File: config.mk
export PLATFORM = sky130hd
export DESIGN_NAME = pipe_ctrl_rv32_flat
export DESIGN_NICKNAME = d
export VERILOG_FILES = /design/src/rtl/pipe_pkg_rv32.sv /design/src/rtl/pipe_ctrl_rv32_if.sv /design/src/rtl/sb_match_rv32.sv /design/src/rtl/pipe_ctrl_rv32.sv /design/src/flat_wrapper.sv
export SDC_FILE = /design/constraint.sdc
export NUM_CORES = 1
export LEC_CHECK = 0
export CAP_MARGIN = 20
export CORE_ASPECT_RATIO = 2
export CORE_MARGIN = 2
export CORE_UTILIZATION = 49
export DETAILED_ROUTE_END_ITERATION = 10
export PLACE_DENSITY = 0.88
export SYNTH_ARGS = -nofsm -noshare
export SYNTH_HDL_FRONTEND = slang
export SYNTH_SLANG_ARGS = --single-unit
File: constraint.sdc
create_clock -name iCLK -period 4.2 [get_ports iCLK]
set_input_delay 0.63 -clock iCLK [delete_from_list [all_inputs] [get_ports iCLK]]
set_output_delay 0.63 -clock iCLK [all_outputs]
set_load 0.05 [all_outputs]
File: src/rtl/pipe_pkg_rv32.sv
// pipe_pkg_rv32: shared FSM encoding, scoreboard entry type and default sizes for pipe_ctrl_rv32.
package pipe_pkg_rv32;
  localparam int NSTAGES_DEF = 5;
  localparam int REGW_DEF = 5;
  localparam int REGW_MAX = 8;
  typedef enum logic [1:0] {RUN, HAZ, FLUSH, FRZ} state_t;
  // rd is held at REGW_MAX bits so one entry type serves every legal REGW
  typedef struct packed {
    logic                valid;
    logic [REGW_MAX-1:0] rd;
    logic                load;
  } sb_entry_t;
endpackage

File: src/rtl/pipe_ctrl_rv32_if.sv
// pipe_ctrl_rv32_if: ID issue / stall inputs and pipeline control outputs of pipe_ctrl_rv32.
interface pipe_ctrl_rv32_if #(parameter int NSTAGES = 5, parameter int REGW = 5, parameter int CNTW = 16);
  logic              iIssueValid;
  logic [REGW-1:0]   iIssueRs1;
  logic [REGW-1:0]   iIssueRs2;
  logic              iUseRs1;
  logic              iUseRs2;
  logic [REGW-1:0]   iIssueRd;
  logic              iIssueLoad;
  logic              iBranch;
  logic              iStallI;
  logic              iStallD;
  logic              oHoldIF;
  logic              oHoldID;
  logic              oBubbleEX;
  logic              oFlush;
  logic [NSTAGES-3:0] oValid;
  logic [CNTW-1:0]   oStallCnt;
  modport slave (
    input  iIssueValid, iIssueRs1, iIssueRs2, iUseRs1, iUseRs2, iIssueRd, iIssueLoad,
           iBranch, iStallI, iStallD,
    output oHoldIF, oHoldID, oBubbleEX, oFlush, oValid, oStallCnt
  );
  modport master (
    output iIssueValid, iIssueRs1, iIssueRs2, iUseRs1, iUseRs2, iIssueRd, iIssueLoad,
           iBranch, iStallI, iStallD,
    input  oHoldIF, oHoldID, oBubbleEX, oFlush, oValid, oStallCnt
  );
endinterface

File: src/rtl/sb_match_rv32.sv
// sb_match_rv32: per-entry source-register match vectors against the in-flight scoreboard.
module sb_match_rv32 import pipe_pkg_rv32::*; #(
  parameter int N    = 3,
  parameter int REGW = REGW_DEF
) (
  input  sb_entry_t [N-1:0] i_sb,
  input  logic [REGW-1:0]   i_rs1,
  input  logic [REGW-1:0]   i_rs2,
  input  logic              i_use1,
  input  logic              i_use2,
  output logic [N-1:0]      o_m1,
  output logic [N-1:0]      o_m2
);
  for (genvar k = 0; k < N; k++) begin : g_m
    assign o_m1[k] = i_use1 & i_sb[k].valid & (i_sb[k].rd != '0) & (i_sb[k].rd == REGW_MAX'(i_rs1));
    assign o_m2[k] = i_use2 & i_sb[k].valid & (i_sb[k].rd != '0) & (i_sb[k].rd == REGW_MAX'(i_rs2));
  end
endmodule

File: src/rtl/pipe_ctrl_rv32.sv
// pipe_ctrl_rv32: RV32 pipeline hazard/stall/flush controller with scoreboard and stall counter.
// PIPE_CTRL_FWD_EN: bypass present, only load-use stalls; undefined: stall until producer reaches WB.
module pipe_ctrl_rv32 import pipe_pkg_rv32::*; #(
  parameter int NSTAGES = NSTAGES_DEF,
  parameter int REGW    = REGW_DEF,
  parameter int CNTW    = 16
) (
  input logic iCLK,
  input logic iRST,
  pipe_ctrl_rv32_if.slave bus
);
  localparam int N = NSTAGES - 2;
  sb_entry_t [N-1:0] r_sb;
  sb_entry_t         w_e0;
  state_t            r_state, w_next;
  logic [CNTW-1:0]   r_cnt;
  logic [N-1:0]      w_m1, w_m2;
  logic w_raw, w_br, w_hz, w_adv, w_hold_if, w_hold_id, w_bubble, w_flush, w_unused;
  sb_match_rv32 #(.N(N), .REGW(REGW)) u_match (
    .i_sb(r_sb), .i_rs1(bus.iIssueRs1), .i_rs2(bus.iIssueRs2),
    .i_use1(bus.iUseRs1), .i_use2(bus.iUseRs2), .o_m1(w_m1), .o_m2(w_m2)
  );
`ifdef PIPE_CTRL_FWD_EN
  assign w_raw = (w_m1[0] | w_m2[0]) & r_sb[0].load;
`else
  assign w_raw = |((w_m1 | w_m2) & {1'b0, {(N-1){1'b1}}});
`endif
  always_comb begin
    w_unused = ^{w_m1, w_m2};
    for (int k = 0; k < N; k++) w_unused = w_unused ^ r_sb[k].load;
  end
  // EX holds a bubble while in FLUSH, so a branch there cannot be real
  assign w_br = bus.iBranch & ~bus.iStallD & (r_state != FLUSH);
  assign w_hz = w_raw & ~bus.iStallD & ~w_br;
  always_comb begin
    w_hold_if = 1'b0;
    w_hold_id = 1'b0;
    w_bubble  = 1'b0;
    w_flush   = 1'b0;
    w_adv     = 1'b1;
    w_next    = RUN;
    if (!iRST) begin
      w_bubble = 1'b1;
      w_flush  = 1'b1;
    end else if (bus.iStallD) begin
      w_hold_if = 1'b1;
      w_hold_id = 1'b1;
      w_adv     = 1'b0;
      w_next    = FRZ;
    end else if (w_br) begin
      w_bubble = 1'b1;
      w_flush  = 1'b1;
      w_next   = FLUSH;
    end else if (w_hz) begin
      w_hold_if = 1'b1;
      w_hold_id = 1'b1;
      w_bubble  = 1'b1;
      w_next    = HAZ;
    end else if (bus.iStallI) begin
      w_hold_if = 1'b1;
      w_bubble  = 1'b1;
    end
  end
  assign w_e0 = '{valid: bus.iIssueValid & ~w_bubble & ~w_flush,
                  rd: REGW_MAX'(bus.iIssueRd), load: bus.iIssueLoad};
  always_ff @(posedge iCLK or negedge iRST) begin
    if (!iRST) begin
      r_state <= RUN;
      r_sb    <= '0;
      r_cnt   <= '0;
    end else begin
      r_state <= w_next;
      if (w_adv) r_sb <= {r_sb[N-2:0], w_e0};
      if (w_hz && r_cnt != '1) r_cnt <= r_cnt + 1'b1;
    end
  end
  always_comb begin
    bus.oValid = '0;
    for (int k = 0; k < N; k++) bus.oValid[k] = r_sb[k].valid;
  end
  assign bus.oHoldIF   = w_hold_if;
  assign bus.oHoldID   = w_hold_id;
  assign bus.oBubbleEX = w_bubble;
  assign bus.oFlush    = w_flush;
  assign bus.oStallCnt = r_cnt;
endmodule

File: src/flat_wrapper.sv
// flat-port wrapper written by rule: the top's interface ports become plain ports
module pipe_ctrl_rv32_flat import pipe_pkg_rv32::*;
#(
  parameter int NSTAGES = NSTAGES_DEF,
  parameter int REGW    = REGW_DEF,
  parameter int CNTW    = 16
)
  (iCLK, iRST, bus_iIssueValid, bus_iIssueRs1, bus_iIssueRs2, bus_iUseRs1, bus_iUseRs2, bus_iIssueRd, bus_iIssueLoad, bus_iBranch, bus_iStallI, bus_iStallD, bus_oHoldIF, bus_oHoldID, bus_oBubbleEX, bus_oFlush, bus_oValid, bus_oStallCnt);
  pipe_ctrl_rv32_if #(.NSTAGES(NSTAGES), .REGW(REGW), .CNTW(CNTW)) bus_i ();
  input logic iCLK;
  input logic iRST;
  input wire logic [$bits(bus_i.iIssueValid)-1:0] bus_iIssueValid;
  input wire logic [$bits(bus_i.iIssueRs1)-1:0] bus_iIssueRs1;
  input wire logic [$bits(bus_i.iIssueRs2)-1:0] bus_iIssueRs2;
  input wire logic [$bits(bus_i.iUseRs1)-1:0] bus_iUseRs1;
  input wire logic [$bits(bus_i.iUseRs2)-1:0] bus_iUseRs2;
  input wire logic [$bits(bus_i.iIssueRd)-1:0] bus_iIssueRd;
  input wire logic [$bits(bus_i.iIssueLoad)-1:0] bus_iIssueLoad;
  input wire logic [$bits(bus_i.iBranch)-1:0] bus_iBranch;
  input wire logic [$bits(bus_i.iStallI)-1:0] bus_iStallI;
  input wire logic [$bits(bus_i.iStallD)-1:0] bus_iStallD;
  output wire logic [$bits(bus_i.oHoldIF)-1:0] bus_oHoldIF;
  output wire logic [$bits(bus_i.oHoldID)-1:0] bus_oHoldID;
  output wire logic [$bits(bus_i.oBubbleEX)-1:0] bus_oBubbleEX;
  output wire logic [$bits(bus_i.oFlush)-1:0] bus_oFlush;
  output wire logic [$bits(bus_i.oValid)-1:0] bus_oValid;
  output wire logic [$bits(bus_i.oStallCnt)-1:0] bus_oStallCnt;
  assign bus_i.iIssueValid = bus_iIssueValid;
  assign bus_i.iIssueRs1 = bus_iIssueRs1;
  assign bus_i.iIssueRs2 = bus_iIssueRs2;
  assign bus_i.iUseRs1 = bus_iUseRs1;
  assign bus_i.iUseRs2 = bus_iUseRs2;
  assign bus_i.iIssueRd = bus_iIssueRd;
  assign bus_i.iIssueLoad = bus_iIssueLoad;
  assign bus_i.iBranch = bus_iBranch;
  assign bus_i.iStallI = bus_iStallI;
  assign bus_i.iStallD = bus_iStallD;
  assign bus_oHoldIF = bus_i.oHoldIF;
  assign bus_oHoldID = bus_i.oHoldID;
  assign bus_oBubbleEX = bus_i.oBubbleEX;
  assign bus_oFlush = bus_i.oFlush;
  assign bus_oValid = bus_i.oValid;
  assign bus_oStallCnt = bus_i.oStallCnt;
  pipe_ctrl_rv32 #(.NSTAGES(NSTAGES), .REGW(REGW), .CNTW(CNTW)) u_core (.iCLK(iCLK), .iRST(iRST), .bus(bus_i));
endmodule
==> impl_metrics.env <==
export IMPL_ant_nets=0
export IMPL_slew_violations=0
export IMPL_wl_per_cell_um=17.10
export IMPL_fmax_mhz=301.5
export IMPL_syn_area_sq_um=1622
export IMPL_setup_viol=0
export IMPL_cpMostUsedCell="nor2_1"
export IMPL_period_needed_ps=3317
export IMPL_regArea_sq_um=775.7
export IMPL_synth_cells=140
export IMPL_p_leak_nw=0.9064
export IMPL_die_w_um=44.68
export IMPL_totalWireLength_um=3710
export IMPL_status="finished, final reports clean"
export IMPL_cts_hold_buf=0
export IMPL_rsz0062_at_grt="no"
export IMPL_start_util_pct=51.37
export IMPL_cts_path_max_buffers=2
export IMPL_route_met2_wl_um=2205
export IMPL_drive_above_1_share_pct=14.52
export IMPL_vdd_ir_drop_max_v=0.0002479
export IMPL_cts_inserted_buffers=5
export IMPL_critPathLaunchType="primary input"
export IMPL_tns_ps=0
export IMPL_worstHoldStart="u_core.bus.oValid[2]"
export IMPL_cp_required_ps=3570
export IMPL_insertion_delay_ps=270
export IMPL_antennaDiodeCount=0
export IMPL_path_buf_inv=2
export IMPL_numPortBuffers=45
export IMPL_synth_edf_count=0
export IMPL_num_io_pins=47
export IMPL_mostFrequentLayoutCells="clkdlybuf4s50_1 (41), dfrtp_1 (31), xnor2_1 (18)"
export IMPL_ys_flop_type="dfrtp_1"
export IMPL_grt_max_degree=33
export IMPL_met1Wirelength_um=1304
export IMPL_route_vias_total=1235
export IMPL_worst_path_stages=9
export IMPL_final_area_sq_um=2176
export IMPL_critPathArrivalTime_ps=2690
export IMPL_grt_pass1_vias=1329
export IMPL_gp_congestion=0.8416
export IMPL_cts_sinks=31
export IMPL_critPathCapture="bus_oHoldIF"
export IMPL_cp_max_fo=3
export IMPL_drc=0
export IMPL_multiInputGateArea_sq_um=797.0
export IMPL_die_area_sq_um=3813
export IMPL_first_pass_iters=4
export IMPL_maxUsedRoutingLayer="met4"
export IMPL_cts_root_buffer="clkbuf_8"
export IMPL_cts_max_level=2
export IMPL_finalNetCount=211
export IMPL_placed_cell_area_sq_um=2088
export IMPL_finalCritPeriodShare_pct=78.98
export IMPL_track_usage_pct=22.13
export IMPL_utilization_pct=68.93
export IMPL_hold_class="register to register"
export IMPL_grt_overflow_total=0
export IMPL_startpoint="bus_iIssueRs2[2]"
export IMPL_slew_headroom_pct=51.75
export IMPL_grt_pass1_wl_um=6141
export IMPL_critical_path_max_stage_delay_ps=450
export IMPL_rows=29
export IMPL_fillerInstances=243
export IMPL_die_h_um=85.36
export IMPL_synth_cell_type_count=27
export IMPL_syn_nets=165
export IMPL_via_per_inst=5.691
export IMPL_clk_pin_slew_worst_paths_ps=60
export IMPL_syn2layout_area_growth_pct=34.18
export IMPL_r2r_cells=6
export IMPL_post_dp_hpwl_um=2937
export IMPL_drt_first_iter_violations=21
export IMPL_wl_met3_um=175
export IMPL_reg2reg_slack_ps=1620
export IMPL_finalNonFillerCells=217
export IMPL_worst_slew_pin_slew_ps=723.8
export IMPL_placed_cells=210
export IMPL_worst_setup_path_type="primary input to output port"
export IMPL_hold_viol_final=0
export IMPL_coreArea_sq_um=3157
export IMPL_critPathTopFamily="compound AO/OA/AOI/OAI gates"
export IMPL_ys_ff_latch=31
export IMPL_path_cells="clkdlybuf4s50_1 -> xor2_1 -> nor4_2 -> a32oi_1 -> o22a_1 -> nor2_1 -> nor2_1 -> o21ai_0 -> buf_12"
export IMPL_final_common_cell="clkdlybuf4s50_1"
export IMPL_ys_warn_count=0
export IMPL_avgSynthCellArea_sq_um=11.58
export IMPL_finClkSkew_ps=9.063
export IMPL_finalPower_uw=674.6
export IMPL_postCtsSetupRepairBufs=0
export IMPL_rr_endpoint="u_core.bus.oStallCnt[1]"
export IMPL_drv_cap=0
export IMPL_cp_end_kind="output port"
export IMPL_powerDensity_nw_per_um2=310.0
export IMPL_cts_resized=0
export IMPL_tritoncts="done"
export IMPL_ys_async_sr_fraction_pct=100.0
export IMPL_critPathSlowestCell="clkdlybuf4s50_1"
export IMPL_antenna_found_initial=0
export IMPL_synth_seq_area_share_pct=47.84
export IMPL_timing_rr_start="u_core.r_sb[3]"
==> metrics by stage <==
| step | worst slack [ps] | hold WS (ps) |
|---|---|---|
| floorplan | 931.1 | 334.4 |
| global placement | 898.9 | 488.1 |
| detailed placement | 857.5 | 500.7 |
| CTS | 855.3 | 513.6 |
| global route | 775.5 | 528.7 |
| finish | 882.9 | 509.8 |
==> layer usage <==
layer	GRT usage, %	vias to the layer above
li1	-	584
met1	21.54	610
met2	41.24	37
met3	6.170	4
met4	7.989	0
met5	0	-
==> layout make-up <==
type,instances,share of cell area (%)
Clock buffer,6,3.795
Clock inverter,1,0.2300
Inverter,1,0.1725
Multi-Input combinational cell,101,36.63
Sequential cell,31,35.65
Tap cell,31,1.783
Timing Repair Buffer,46,21.74
==> synth_stat cells (2+ instances only) <==
| master | count | area (sq um) |
|---|---|---|
| a32oi_1 | 2 | 17.52 |
| and2_1 | 5 | 31.28 |
| and3_1 | 5 | 31.28 |
| buf_4 | 3 | 22.52 |
| clkbuf_1 | 3 | 11.26 |
| dfrtp_1 | 31 | 775.7 |
| mux2_2 | 13 | 146.4 |
| nand2_1 | 4 | 15.01 |
| nand3_1 | 7 | 35.03 |
| nand4_1 | 7 | 43.79 |
| nor2_1 | 4 | 15.01 |
| nor4_1 | 3 | 18.77 |
| o21ai_0 | 5 | 25.02 |
| or4_1 | 2 | 15.01 |
| xnor2_1 | 18 | 157.7 |
| xor2_1 | 17 | 148.9 |
==> worst min-delay path by stage <==
stage,to,slack [ps],cells after the start
5_1_grt,u_core.bus.oStallCnt[14],530,1
6_report,u_core.bus.oValid[2],510,1
4_1_cts,u_core.bus.oStallCnt[14],510,1
2_1_floorplan,u_core.bus.oStallCnt[0],330,0
3_3_place_gp,u_core.bus.oValid[2],490,1
3_5_place_dp,u_core.bus.oValid[2],500,1
==> sequential cells by signal, summed over array words and instances, names as in the netlist <==
signal	flops
u_core.r_sb	10
u_core.bus.oValid	3
u_core.r_state	2
u_core.bus.oStallCnt	16
==> power by group <==
group	total, mW	switching, mW	internal [mW]
logic	0.118	0.0594	0.0588
registers	0.329	0.0173	0.312
clock network	0.227	0.0988	0.128
==> worst reg2reg max path, delay by kind of cell (launching register included) <==
family,cells,cell delay [ps]
AOI/OAI and AO/OA,3,1100
and+or+nand+nor,1,340
xor gates and xnor gates,1,190
muxes,1,410
DFF,1,440
==> kinds of logic after synthesis <==
family	Yosys count	synth area share, %
AND/OR/NAND/NOR	41	14.81
XOR/XNOR	35	18.90
flip-flops	31	47.84
multiplexers	13	9.028
AO/OA/AOI/OAI	11	5.633
buffers and inverters	8	3.009
adder cells (fa/ha/maj)	1	0.7715
Power figures use the tool's default switching activity.
